File: src/rtl/bus_host_bridge_if.sv
`timescale 1ns/1ps
// Signal bundle between the host byte link, the bridge and the nano5 bus.
// master = bridge side (bus initiator), slave = host link and bus responder side.
interface bus_host_bridge_if #(
    parameter int WIDTHA = 16
);
    logic [7:0]        rx_data;
    logic              rx_valid;
    logic              rx_ready;
    logic [7:0]        tx_data;
    logic              tx_valid;
    logic              tx_ready;
    logic [WIDTHA-1:0] address;
    logic [15:0]       writedata;
    logic [15:0]       readdata;
    logic [1:0]        byteenable;
    logic              read;
    logic              write;
    logic              waitrequest;
    logic              busy;

    modport master (
        input  rx_data, rx_valid, tx_ready, readdata, waitrequest,
        output rx_ready, tx_data, tx_valid, address, writedata, byteenable,
               read, write, busy
    );

    modport slave (
        output rx_data, rx_valid, tx_ready, readdata, waitrequest,
        input  rx_ready, tx_data, tx_valid, address, writedata, byteenable,
               read, write, busy
    );
endinterface

File: src/rtl/bus_host_bridge.sv
`timescale 1ns/1ps
// Host byte-link command parser that issues single 16-bit cycles on the nano5 bus
// and streams read data, acks and errors back as response bytes.
module bus_host_bridge #(
    parameter int WIDTHA       = 16,
    parameter int TIMEOUT      = 255,
    parameter int IDLE_TIMEOUT = 0
) (
    input  logic              clock,
    input  logic              sreset,
    bus_host_bridge_if.master bus
);
    localparam int ABYTES = (WIDTHA + 7) / 8;
    localparam int AW     = ABYTES * 8;
    localparam int CW     = $clog2(ABYTES + 1);
    localparam int SW     = $clog2(TIMEOUT + 1);
    localparam int IW     = (IDLE_TIMEOUT > 0) ? $clog2(IDLE_TIMEOUT + 1) : 1;

    localparam logic [CW-1:0] ADDR_LAST  = CW'(ABYTES - 1);
    localparam logic [SW-1:0] STALL_LAST = SW'(TIMEOUT - 1);
    localparam logic [IW-1:0] IDLE_LAST  = IW'((IDLE_TIMEOUT > 0) ? IDLE_TIMEOUT - 1 : 0);

    localparam logic [7:0] CMD_WRITE = 8'h57;
    localparam logic [7:0] CMD_READ  = 8'h52;
    localparam logic [7:0] RESP_ACK  = 8'h06;
    localparam logic [7:0] RESP_NAK  = 8'h15;
    localparam logic [7:0] RESP_TMO  = 8'hEE;

    typedef enum logic [2:0] {
        IDLE = 3'd0,
        ADDR = 3'd1,
        DATA = 3'd2,
        BUS  = 3'd3,
        RESP = 3'd4
    } state_t;

    state_t        state_reg,    state_next;
    logic [CW-1:0] cnt_reg,      cnt_next;
    logic [AW-1:0] addr_reg,     addr_next;
    logic [15:0]   wdata_reg,    wdata_next;
    logic [7:0]    lo_reg,       lo_next;
    logic          two_reg,      two_next;
    logic          is_write_reg, is_write_next;
    logic          read_reg,     read_next;
    logic          write_reg,    write_next;
    logic          rx_ready_reg, rx_ready_next;
    logic          tx_valid_reg, tx_valid_next;
    logic [7:0]    tx_data_reg,  tx_data_next;
    logic          busy_reg,     busy_next;
    logic [SW-1:0] stall_reg,    stall_next;
    logic [IW-1:0] idle_reg,     idle_next;

    logic rx_fire;
    logic tx_fire;
    logic idle_expired;

    assign rx_fire      = bus.rx_valid & rx_ready_reg;
    assign tx_fire      = tx_valid_reg & bus.tx_ready;
    assign idle_expired = (IDLE_TIMEOUT > 0) && (idle_reg == IDLE_LAST);

    always_comb begin
        state_next    = state_reg;
        cnt_next      = cnt_reg;
        addr_next     = addr_reg;
        wdata_next    = wdata_reg;
        lo_next       = lo_reg;
        two_next      = two_reg;
        is_write_next = is_write_reg;
        read_next     = read_reg;
        write_next    = write_reg;
        tx_valid_next = tx_valid_reg;
        tx_data_next  = tx_data_reg;
        busy_next     = busy_reg;
        stall_next    = '0;
        idle_next     = '0;

        case (state_reg)
            IDLE: begin
                if (rx_fire) begin
                    busy_next = 1'b1;
                    cnt_next  = '0;
                    if (bus.rx_data == CMD_WRITE || bus.rx_data == CMD_READ) begin
                        is_write_next = (bus.rx_data == CMD_WRITE);
                        state_next    = ADDR;
                    end else begin
                        tx_valid_next = 1'b1;
                        tx_data_next  = RESP_NAK;
                        two_next      = 1'b0;
                        state_next    = RESP;
                    end
                end
            end

            ADDR: begin
                if (rx_fire) begin
                    // Shifting MSB-first naturally discards address bits above WIDTHA.
                    addr_next = AW'({addr_reg, bus.rx_data});
                    if (cnt_reg == ADDR_LAST) begin
                        cnt_next = '0;
                        if (is_write_reg) begin
                            state_next = DATA;
                        end else begin
                            read_next  = 1'b1;
                            state_next = BUS;
                        end
                    end else begin
                        cnt_next = cnt_reg + CW'(1);
                    end
                end else if (idle_expired) begin
                    busy_next  = 1'b0;
                    state_next = IDLE;
                end else begin
                    idle_next = idle_reg + IW'(1);
                end
            end

            DATA: begin
                if (rx_fire) begin
                    wdata_next = {wdata_reg[7:0], bus.rx_data};
                    if (cnt_reg == CW'(1)) begin
                        write_next = 1'b1;
                        state_next = BUS;
                    end else begin
                        cnt_next = cnt_reg + CW'(1);
                    end
                end else if (idle_expired) begin
                    busy_next  = 1'b0;
                    state_next = IDLE;
                end else begin
                    idle_next = idle_reg + IW'(1);
                end
            end

            BUS: begin
                if (!bus.waitrequest) begin
                    read_next     = 1'b0;
                    write_next    = 1'b0;
                    tx_valid_next = 1'b1;
                    state_next    = RESP;
                    if (is_write_reg) begin
                        tx_data_next = RESP_ACK;
                        two_next     = 1'b0;
                    end else begin
                        tx_data_next = bus.readdata[15:8];
                        lo_next      = bus.readdata[7:0];
                        two_next     = 1'b1;
                    end
                end else if (stall_reg == STALL_LAST) begin
                    // Responder never released the bus: abort and report instead of hanging.
                    read_next     = 1'b0;
                    write_next    = 1'b0;
                    tx_valid_next = 1'b1;
                    tx_data_next  = RESP_TMO;
                    two_next      = 1'b0;
                    state_next    = RESP;
                end else begin
                    stall_next = stall_reg + SW'(1);
                end
            end

            RESP: begin
                if (tx_fire) begin
                    if (two_reg) begin
                        tx_data_next = lo_reg;
                        two_next     = 1'b0;
                    end else begin
                        tx_valid_next = 1'b0;
                        busy_next     = 1'b0;
                        state_next    = IDLE;
                    end
                end
            end

            default: begin
                read_next     = 1'b0;
                write_next    = 1'b0;
                tx_valid_next = 1'b0;
                busy_next     = 1'b0;
                state_next    = IDLE;
            end
        endcase

        // rx_ready is registered, so it follows the state being entered.
        rx_ready_next = (state_next == IDLE) || (state_next == ADDR) || (state_next == DATA);
    end

    always_ff @(posedge clock or negedge sreset) begin
        if (!sreset) begin
            state_reg    <= IDLE;
            cnt_reg      <= '0;
            addr_reg     <= '0;
            wdata_reg    <= '0;
            lo_reg       <= '0;
            two_reg      <= 1'b0;
            is_write_reg <= 1'b0;
            read_reg     <= 1'b0;
            write_reg    <= 1'b0;
            rx_ready_reg <= 1'b0;
            tx_valid_reg <= 1'b0;
            tx_data_reg  <= '0;
            busy_reg     <= 1'b0;
            stall_reg    <= '0;
            idle_reg     <= '0;
        end else begin
            state_reg    <= state_next;
            cnt_reg      <= cnt_next;
            addr_reg     <= addr_next;
            wdata_reg    <= wdata_next;
            lo_reg       <= lo_next;
            two_reg      <= two_next;
            is_write_reg <= is_write_next;
            read_reg     <= read_next;
            write_reg    <= write_next;
            rx_ready_reg <= rx_ready_next;
            tx_valid_reg <= tx_valid_next;
            tx_data_reg  <= tx_data_next;
            busy_reg     <= busy_next;
            stall_reg    <= stall_next;
            idle_reg     <= idle_next;
        end
    end

    assign bus.rx_ready   = rx_ready_reg;
    assign bus.tx_valid   = tx_valid_reg;
    assign bus.tx_data    = tx_data_reg;
    assign bus.address    = addr_reg[WIDTHA-1:0];
    assign bus.writedata  = wdata_reg;
    assign bus.byteenable = 2'b11;
    assign bus.read       = read_reg;
    assign bus.write      = write_reg;
    assign bus.busy       = busy_reg;
endmodule

File: src/flat_wrapper.sv
// flat-port wrapper written by rule: the top's interface ports become plain ports
module bus_host_bridge_flat 
#(
    parameter int WIDTHA       = 16,
    parameter int TIMEOUT      = 255,
    parameter int IDLE_TIMEOUT = 0
)
  (clock, sreset, bus_rx_data, bus_rx_valid, bus_tx_ready, bus_readdata, bus_waitrequest, bus_rx_ready, bus_tx_data, bus_tx_valid, bus_address, bus_writedata, bus_byteenable, bus_read, bus_write, bus_busy);
  bus_host_bridge_if #(.WIDTHA(WIDTHA)) bus_i ();
  input  logic clock;
  input  logic sreset;
  input wire logic [$bits(bus_i.rx_data)-1:0] bus_rx_data;
  input wire logic [$bits(bus_i.rx_valid)-1:0] bus_rx_valid;
  input wire logic [$bits(bus_i.tx_ready)-1:0] bus_tx_ready;
  input wire logic [$bits(bus_i.readdata)-1:0] bus_readdata;
  input wire logic [$bits(bus_i.waitrequest)-1:0] bus_waitrequest;
  output wire logic [$bits(bus_i.rx_ready)-1:0] bus_rx_ready;
  output wire logic [$bits(bus_i.tx_data)-1:0] bus_tx_data;
  output wire logic [$bits(bus_i.tx_valid)-1:0] bus_tx_valid;
  output wire logic [$bits(bus_i.address)-1:0] bus_address;
  output wire logic [$bits(bus_i.writedata)-1:0] bus_writedata;
  output wire logic [$bits(bus_i.byteenable)-1:0] bus_byteenable;
  output wire logic [$bits(bus_i.read)-1:0] bus_read;
  output wire logic [$bits(bus_i.write)-1:0] bus_write;
  output wire logic [$bits(bus_i.busy)-1:0] bus_busy;
  assign bus_i.rx_data = bus_rx_data;
  assign bus_i.rx_valid = bus_rx_valid;
  assign bus_i.tx_ready = bus_tx_ready;
  assign bus_i.readdata = bus_readdata;
  assign bus_i.waitrequest = bus_waitrequest;
  assign bus_rx_ready = bus_i.rx_ready;
  assign bus_tx_data = bus_i.tx_data;
  assign bus_tx_valid = bus_i.tx_valid;
  assign bus_address = bus_i.address;
  assign bus_writedata = bus_i.writedata;
  assign bus_byteenable = bus_i.byteenable;
  assign bus_read = bus_i.read;
  assign bus_write = bus_i.write;
  assign bus_busy = bus_i.busy;
  bus_host_bridge #(.WIDTHA(WIDTHA), .TIMEOUT(TIMEOUT), .IDLE_TIMEOUT(IDLE_TIMEOUT)) u_core (.clock(clock), .sreset(sreset), .bus(bus_i));
endmodule
File: config.mk
export PLATFORM = sky130hd
export DESIGN_NAME = bus_host_bridge_flat
export DESIGN_NICKNAME = d
export VERILOG_FILES = /design/src/rtl/bus_host_bridge_if.sv /design/src/rtl/bus_host_bridge.sv /design/src/flat_wrapper.sv
export SDC_FILE = /design/constraint.sdc
export NUM_CORES = 1
export LEC_CHECK = 0
export ABC_CLOCK_PERIOD_IN_PS = 2900
export BUFFER_PORTS_ARGS = -buffer_cell sky130_fd_sc_hd__buf_2
export CORE_MARGIN = 2
export CORE_UTILIZATION = 32
export CTS_CLUSTER_DIAMETER = 60
export DETAILED_ROUTE_END_ITERATION = 6
export PLACE_DENSITY = 0.56
export SLEW_MARGIN = 5
export SYNTH_ARGS = -nofsm -noshare
export SYNTH_HDL_FRONTEND = slang
export SYNTH_SLANG_ARGS = --single-unit
File: constraint.sdc
create_clock -name clock -period 2.9 [get_ports clock]
set_clock_uncertainty 0.1 [all_clocks]
set_input_delay 0.435 -clock clock [delete_from_list [all_inputs] [get_ports clock]]
set_output_delay 0.435 -clock clock [all_outputs]
set_load 0.005 [all_outputs]
==> run metrics, run 1 <==
Worst EP arrival=2.44 ns; root buffer cell=clkbuf_8; Worst Hold Class=primary input to asynchronous set/reset pin; die height=103 um; Die Wd=103 um; asr flop ratio synth=1.00; Routed WL=6.87 mm; hpwl dp=5.02 mm; Synth Area per Inst=12.8 um^2; Die ar.=0.0106 mm^2; nets@finish=357; Power Density=844 mW/mm^2; worst-path maximum fanout=14; post-CTS sizing=0; final slew viol count=0; Synth Warn #=0; io pins=76; filler instances=954; hold_buf cts=0; via count=2163; Crit Path Category=flip-flop to flip-flop; top cell type's share of synthesized area=0.542; first-pass GRT wire length=10.7 mm; H-tree lvl count=3; ranking of synthesized cells by area=dfrtp_1 (54%), mux2_2 (14%), mux2_4 (3.3%); Routed Antenna Nets=0; fin crit share=0.797; FF-to-FF path depth=6; Slew @ Worst Pin=0.770 ns; status=complete, no violations; switching part of the total=0.318; CTS tree=done; slowest cell delay on critical path=0.53 ns; Pint=0.00220 W; Syn Inst Count=246; reg-to-reg slack, setup=0.59 ns; CTS max path bufs=2; Slew headroom=0.487; Synth Register Bits=68; Seq/Total Area, Yosys=0.542; Power Total=0.00323 W; Finish-stage setup viols=0; Clk pwr share=0.244; unique cell type count in the Yosys netlist=55; largest net degree at the start of global routing=36; Initial Util=0.326; Synth Area in Compound Gates=0.108; CTS sink count=68; worst skew pair latency=0.34 ns; Mapped Area=0.00314 mm^2; worst path bufs/invs=1; setup bufs post-CTS=0; Initial DRC Count=91; layout cells sized above 1=0.453; Final TNS setup=0 ns; Core Area=0.00964 mm^2; diodes inserted=0; Startpoint Class=flip-flop; share of synthesized cell area in and, or, nand and nor gates=0.0861; total of max-cap violations=0; Final min period=2.31 ns; XOR/XNOR share of the synthesized area=0.0195; CP Cell Sequence=inv_1 -> ha_1 -> and3_2 -> a211o_1 -> o211a_1 -> mux2_4; Reg-to-Reg End=u_core.bus.tx_data[7]; Top Family by Delay on Critical Path=compound AO/OA/AOI/OAI gates; final hold violation count=0; # DRC=0; vias in the first global route=2077; share of power burned in registers=0.440; All-Layer GR Usage=0.134; nature of the critical path endpoint=flip-flop; post-DR wirelength/cell=14.9 um; gr ovfl total=0; DR pass1 iterations=4; Area Overhead vs Synth=21.8%; initial antenna violation count=0; Max Clk Rate=0.433 GHz; RSZ-0062 raised after global routing=no; Gate power share=0.316; RePlAce Congestion=0.753; Pleak=1.88 nW; fin util=0.397; Psw=0.00103 W; number of I/O port buffers=73; Reg clk slew, reported paths=0.07 ns; CP max-delay cell=o211a_1; EDFF count, synth=0; CTS Buf Count=9; adder-cell area share of the yosys netlist=0.0191; VDD IR max=0.259 mV; commonest register cell after synthesis=dfrtp_1; Reg-to-Reg Start=u_core.stall_reg[0]; main combinational cell family by area after synthesis=multiplexers; area leader, netlist=dfrtp_1; multiplexer share of the synthesized area=0.180; final hold slack=0.0688 ns; row count=36; Critical Path RT=3.02 ns; Via density=4.68
==> cells in the mapped netlist (all sizes together), types with 2 or more instances <==
master and instances:
a21bo 2, a21oi 7, a32o 2, and3 3, and4 2, buf 10
clkbuf 2, dfrtp 68, ha 4, inv 12, mux2 47, nand2 9
nand2b 5, nand3 4, nor2 13, nor4 2, o211ai 3, o21ai 9
o22ai 2, o2bb2ai 6, o32a 2, or2 2, or3 2, xor2 6
==> how the worst max path moves through the flow <==
| stage | cells after the start | endpoint | start | slack, ns |
|---|---|---|---|---|
| after floorplan | 7 | u_core.bus.tx_data[0] | u_core.stall_reg[0] | 0.99 |
| after CTS | 6 | u_core.bus.tx_data[7] | u_core.stall_reg[0] | 0.57 |
| after global routing | 6 | u_core.bus.tx_data[7] | u_core.stall_reg[0] | 0.43 |
| after detailed placement | 6 | u_core.bus.tx_data[3] | u_core.stall_reg[0] | 0.58 |
| final | 6 | u_core.bus.tx_data[7] | u_core.stall_reg[0] | 0.59 |
| after global placement | 6 | u_core.bus.tx_data[5] | u_core.stall_reg[0] | 0.68 |
==> stage by stage <==
step / cell area [um^2] / std cells / setup WS [ns]
2_1_floorplan: 3140 / 247 / 0.989
3_3_place_gp: 3620 / 446 / 0.678
3_5_place_dp: 3620 / 446 / 0.582
4_1_cts: 3820 / 462 / 0.567
5_1_grt: 3820 / 462 / 0.430
6_report: 3820 / 462 / 0.589
==> routing by layer <==
layer  vias up  track usage  share of wire
met5         -            0              0
met4         0       0.0668          0.017
met3        10       0.0339          0.039
met2        37        0.206           0.47
met1      1073        0.177           0.47
li1       1043            -              -
==> logic make-up (layout without fill, tap and decap cells) <==
logic type	after synthesis	count (layout)
other	1	2
AOI/OAI and AO/OA	44	44
muxes	48	48
adders and majority gates	5	5
xor gates and xnor gates	7	7
buffers and inverters	24	106
DFF	68	68
and+or+nand+nor	49	49
==> cells in the final DEF, fill, tap and decap left out, types with 2 or more instances in the layout <==
master	n
o2bb2ai_1	6
inv_1	12
conb_1	2
dfrtp_1	68
o22ai_1	2
buf_2	73
and3_1	2
nor2_1	11
o32a_1	2
nand2b_1	5
a21oi_1	7
nand2_1	9
buf_4	5
o21ai_0	9
a32o_1	2
mux2_2	39
a21bo_2	2
nor2_2	2
nand3_1	4
o211ai_1	3
mux2_4	7
clkbuf_8	10
nor4_1	2
ha_1	4
xor2_1	6
or3_1	2
==> power by group through the flow <==
stage	clock [W]	sequential [W]	combinational [W]
after floorplan	0	0.00139	0.000692
after global placement	0	0.00143	0.00102
after detailed placement	0	0.00144	0.00104
after CTS	0.000809	0.00142	0.00104
after global routing	0.000857	0.00146	0.00114
final	0.000788	0.00142	0.00102
==> cell type report <==
type / count / area, um^2 / share of cell area
sequential: 68 / 1700 / 0.445
clock buffer: 11 / 141 / 0.0370
timing repair buffer: 78 / 403 / 0.105
tap: 133 / 166 / 0.0435
inverter: 12 / 45.0 / 0.0118
clock inverter: 5 / 60.1 / 0.0157
multi-input combinational: 155 / 1310 / 0.341
Note: power is estimated with default switching activity, not from simulation.
==> inputs of run 2 (changes only) <==
Settings changed: ABC_AREA from default to 1, ABC_CLOCK_PERIOD_IN_PS 2900 to 1900, PLACE_DENSITY 0.56 to 0.58.
Clock period 2.9 ns to 1.9 ns, I/O delays scaled along.
==> run 2 against run 1 <==
Effect of this change:
- fmax increased by 38%
- via count increased by 21%
- utilization increased by 0.80 points
- wire length increased by 3.8%
- combinational power increased by 36%
- area after synthesis decreased by 0.56%
- count of clock-buffer cells in the layout increased by 1
- die area decreased by 0.53%
- largest power group unchanged
- final cell count increased by 30%
- hold slack got worse by 0.035 ns
- first-iteration DRC count increased by 31%
==> run metrics, run 2 <==
status=complete, no violations; area leader, netlist=dfrtp_1; leading cell type in the layout, fill and taps excluded=nand2_1; final slew viol count=0 (unchanged); CTS Buf Count=9 (unchanged); fin crit share=0.883 (+0.0859); Synth Area in Compound Gates=0.0729 (-0.0355); vias in the first global route=2431 (+17%); top cell type's share of synthesized area=0.545 (+0.00304); Core Area=0.00964 mm^2 (unchanged); initial antenna violation count=0 (unchanged); final hold slack=0.0338 ns (-0.0350 ns); commonest register cell after synthesis=dfrtp_1; most frequent cells in the layout=nand2_1 (153), buf_2 (73), dfrtp_1 (68); Worst EP arrival=1.86 ns (-0.58 ns); placed cell areas=0.00365 mm^2 (+0.93%); die height=103 um (-0.27%); ranking of synthesized cells by area=dfrtp_1 (55%), nand2_1 (18%), o21ai_0 (3.5%); first-pass GRT wire length=11.8 mm (+11%); Synth Area per Inst=8.22 um^2 (-36%); Final TNS setup=0 ns (unchanged); nets@finish=497 (+39%); Pleak=2.11 nW (+12%); EDFF count, synth=0 (unchanged); gr ovfl total=0 (unchanged); switching part of the total=0.336 (+0.0178); Via density=4.34 (-7.2%); io pins=76 (unchanged); CP max-delay cell=dfrtp_1; XOR/XNOR share of the synthesized area=0.00561 (-0.0139); number of I/O port buffers=73 (unchanged); Most Frequent Cell on Critical Path=nand2_1; Die Wd=103 um (-0.27%); Worst Hold Class=primary input to flip-flop; layout cells sized above 1=0.256 (-0.197); Final Instance Area=0.00390 mm^2 (+2.0%); total of max-cap violations=0 (unchanged); hpwl dp=5.22 mm (+4.0%); final hold violation count=0 (unchanged); via count=2615 (+21%); Gate power share=0.293 (-0.023); asr flop ratio synth=1.00 (unchanged); DR pass1 iterations=4 (unchanged); slowest cell delay on critical path=0.41 ns (-0.12 ns); All-Layer GR Usage=0.146 (+0.0118); Synth Warn #=0 (unchanged); Initial Util=0.324 (-0.00182); Mapped Area=0.00312 mm^2 (-0.56%); H-tree lvl count=3 (unchanged); diodes inserted=0 (unchanged); unique cell type count in the Yosys netlist=28 (-49%); Crit Path Category=flip-flop to flip-flop; Startpoint Class=flip-flop; RePlAce Congestion=0.842 (+12%); multiplexer share of the synthesized area=0 (-0.180); CP Cell Sequence=inv_1 -> ha_1 -> inv_1 -> nor2_1 -> nand2_1 -> nand2_4 -> nand3_1 -> nor2_4 -> nand2_1 -> nand2_1; filler instances=1017 (+6.6%); RSZ-0062 raised after global routing=no; Power Density=1220 mW/mm^2 (+45%); CTS max path bufs=2 (unchanged); main combinational cell family by area after synthesis=simple AND/OR/NAND/NOR gates; VDD IR max=0.468 mV (+81%); Critical Path RT=2.09 ns (-0.93 ns); worst skew pair latency=0.34 ns (about the same); worst-path maximum fanout=10 (-4); root buffer cell=clkbuf_8; Psw=0.00160 W (+56%); CTS sink count=68 (unchanged); share of power burned in registers=0.454 (+0.014); Initial DRC Count=119 (+31%); Pint=0.00316 W (+44%); Post-synth top cells=nand2_1 (153), dfrtp_1 (68), inv_1 (29); Area Overhead vs Synth=24.9%; Finish-stage setup viols=0 (unchanged); Reg clk slew, reported paths=0.07 ns (about the same); adder-cell area share of the yosys netlist=0.0160 (-0.00310); Routed Antenna Nets=0 (unchanged); row count=36 (unchanged); setup bufs post-CTS=0 (unchanged); Final min period=1.68 ns (-0.634 ns); Die ar.=0.0106 mm^2 (-0.53%); Seq/Total Area, Yosys=0.545 (+0.00304); Syn Inst Count=380 (+54%); Synth Register Bits=68 (unchanged); Routed WL=7.14 mm (+3.8%); CTS tree=done; cell with the most instances after synthesis=nand2_1; # DRC=0 (unchanged); Max Clk Rate=0.596 GHz (+38%); post-DR wirelength/cell=11.9 um (-20%); nature of the critical path endpoint=flip-flop; Clk pwr share=0.253 (+0.009); share of synthesized cell area in and, or, nand and nor gates=0.293 (+0.207); largest net degree at the start of global routing=69 (+92%)
run 2: kinds of logic after synthesis:
logic type,after synthesis
AO/OA/AOI/OAI,44
XOR/XNOR,2
adder cells (fa/ha/maj),4
buffers and inverters,47
flip-flops,68
other,1
AND/OR/NAND/NOR,214
run 2: worst max-delay path, delay by kind of cell, from the launching register on:
family / cells / cell delay [ns]
fa+ha+maj: 1 / 0.13
buf+inv: 2 / 0.11
flops: 1 / 0.41
simple gates: 7 / 0.89
run 2: routing by layer:
metal | wire, um | GRT usage | part of all wire
met2 | 3210 | 0.212 | 0.45
met4 | 98 | 0.0486 | 0.014
met1 | 3470 | 0.204 | 0.49
met3 | 355 | 0.0522 | 0.050
met5 | 0 | 0 | 0
run 2: through the flow:
stage	setup WS (ns)	util	power [W]	instances
final	0.223	0.405	0.00476	602
after global routing	0.0397	0.405	0.00516	602
after CTS	0.130	0.401	0.00483	601
after detailed placement	0.150	0.379	0.00359	584
after global placement	0.176	0.379	0.00357	584
after floorplan	0.458	-	0.00292	381
run 2: final timing paths:
| path | start | to | slack (ns) | cells past startpoint |
|---|---|---|---|---|
| setup / recovery | u_core.stall_reg[0] | u_core.bus.tx_data[4] | 0.22 | 10 |
| hold / removal | bus_readdata[2] | u_core.lo_reg[2] | 0.03 | 3 |
| setup reg to reg | u_core.stall_reg[0] | u_core.bus.tx_data[4] | 0.22 | 10 |
| hold reg to reg | u_core.bus.address[10] | u_core.bus.address[10] | 0.37 | 2 |
| max in group asynchronous | sreset | u_core.bus.read | 1.01 | 3 |
| min in group asynchronous | sreset | u_core.bus.writedata[13] | 0.37 | 3 |
run 2: repair_timing:
action,in CTS,in global routing
hold endpoints to repair,68,0
resized for setup,0,6
hold buffers,1,0
setup endpoints to repair,0,12
run 2: area by class of cell:
cell class | instances | area (um^2) | area share
clock buffers | 12 | 155 | 0.0398
repair buffers | 81 | 440 | 0.113
multi-input cells | 266 | 1240 | 0.318
well taps | 133 | 166 | 0.0427
clock inverters | 4 | 47.5 | 0.0122
inverters | 37 | 143 | 0.0366
repair inverters | 1 | 7.51 | 0.00192
flip-flops and latches | 68 | 1700 | 0.436
run 2: power groups by stage:
stage | registers, W | clock network [W] | logic, W
finish | 0.00216 | 0.00120 | 0.00139
global route | 0.00222 | 0.00131 | 0.00163
CTS | 0.00216 | 0.00125 | 0.00141
detailed placement | 0.00219 | 0 | 0.00140
global placement | 0.00219 | 0 | 0.00138
floorplan | 0.00219 | 0 | 0.000729
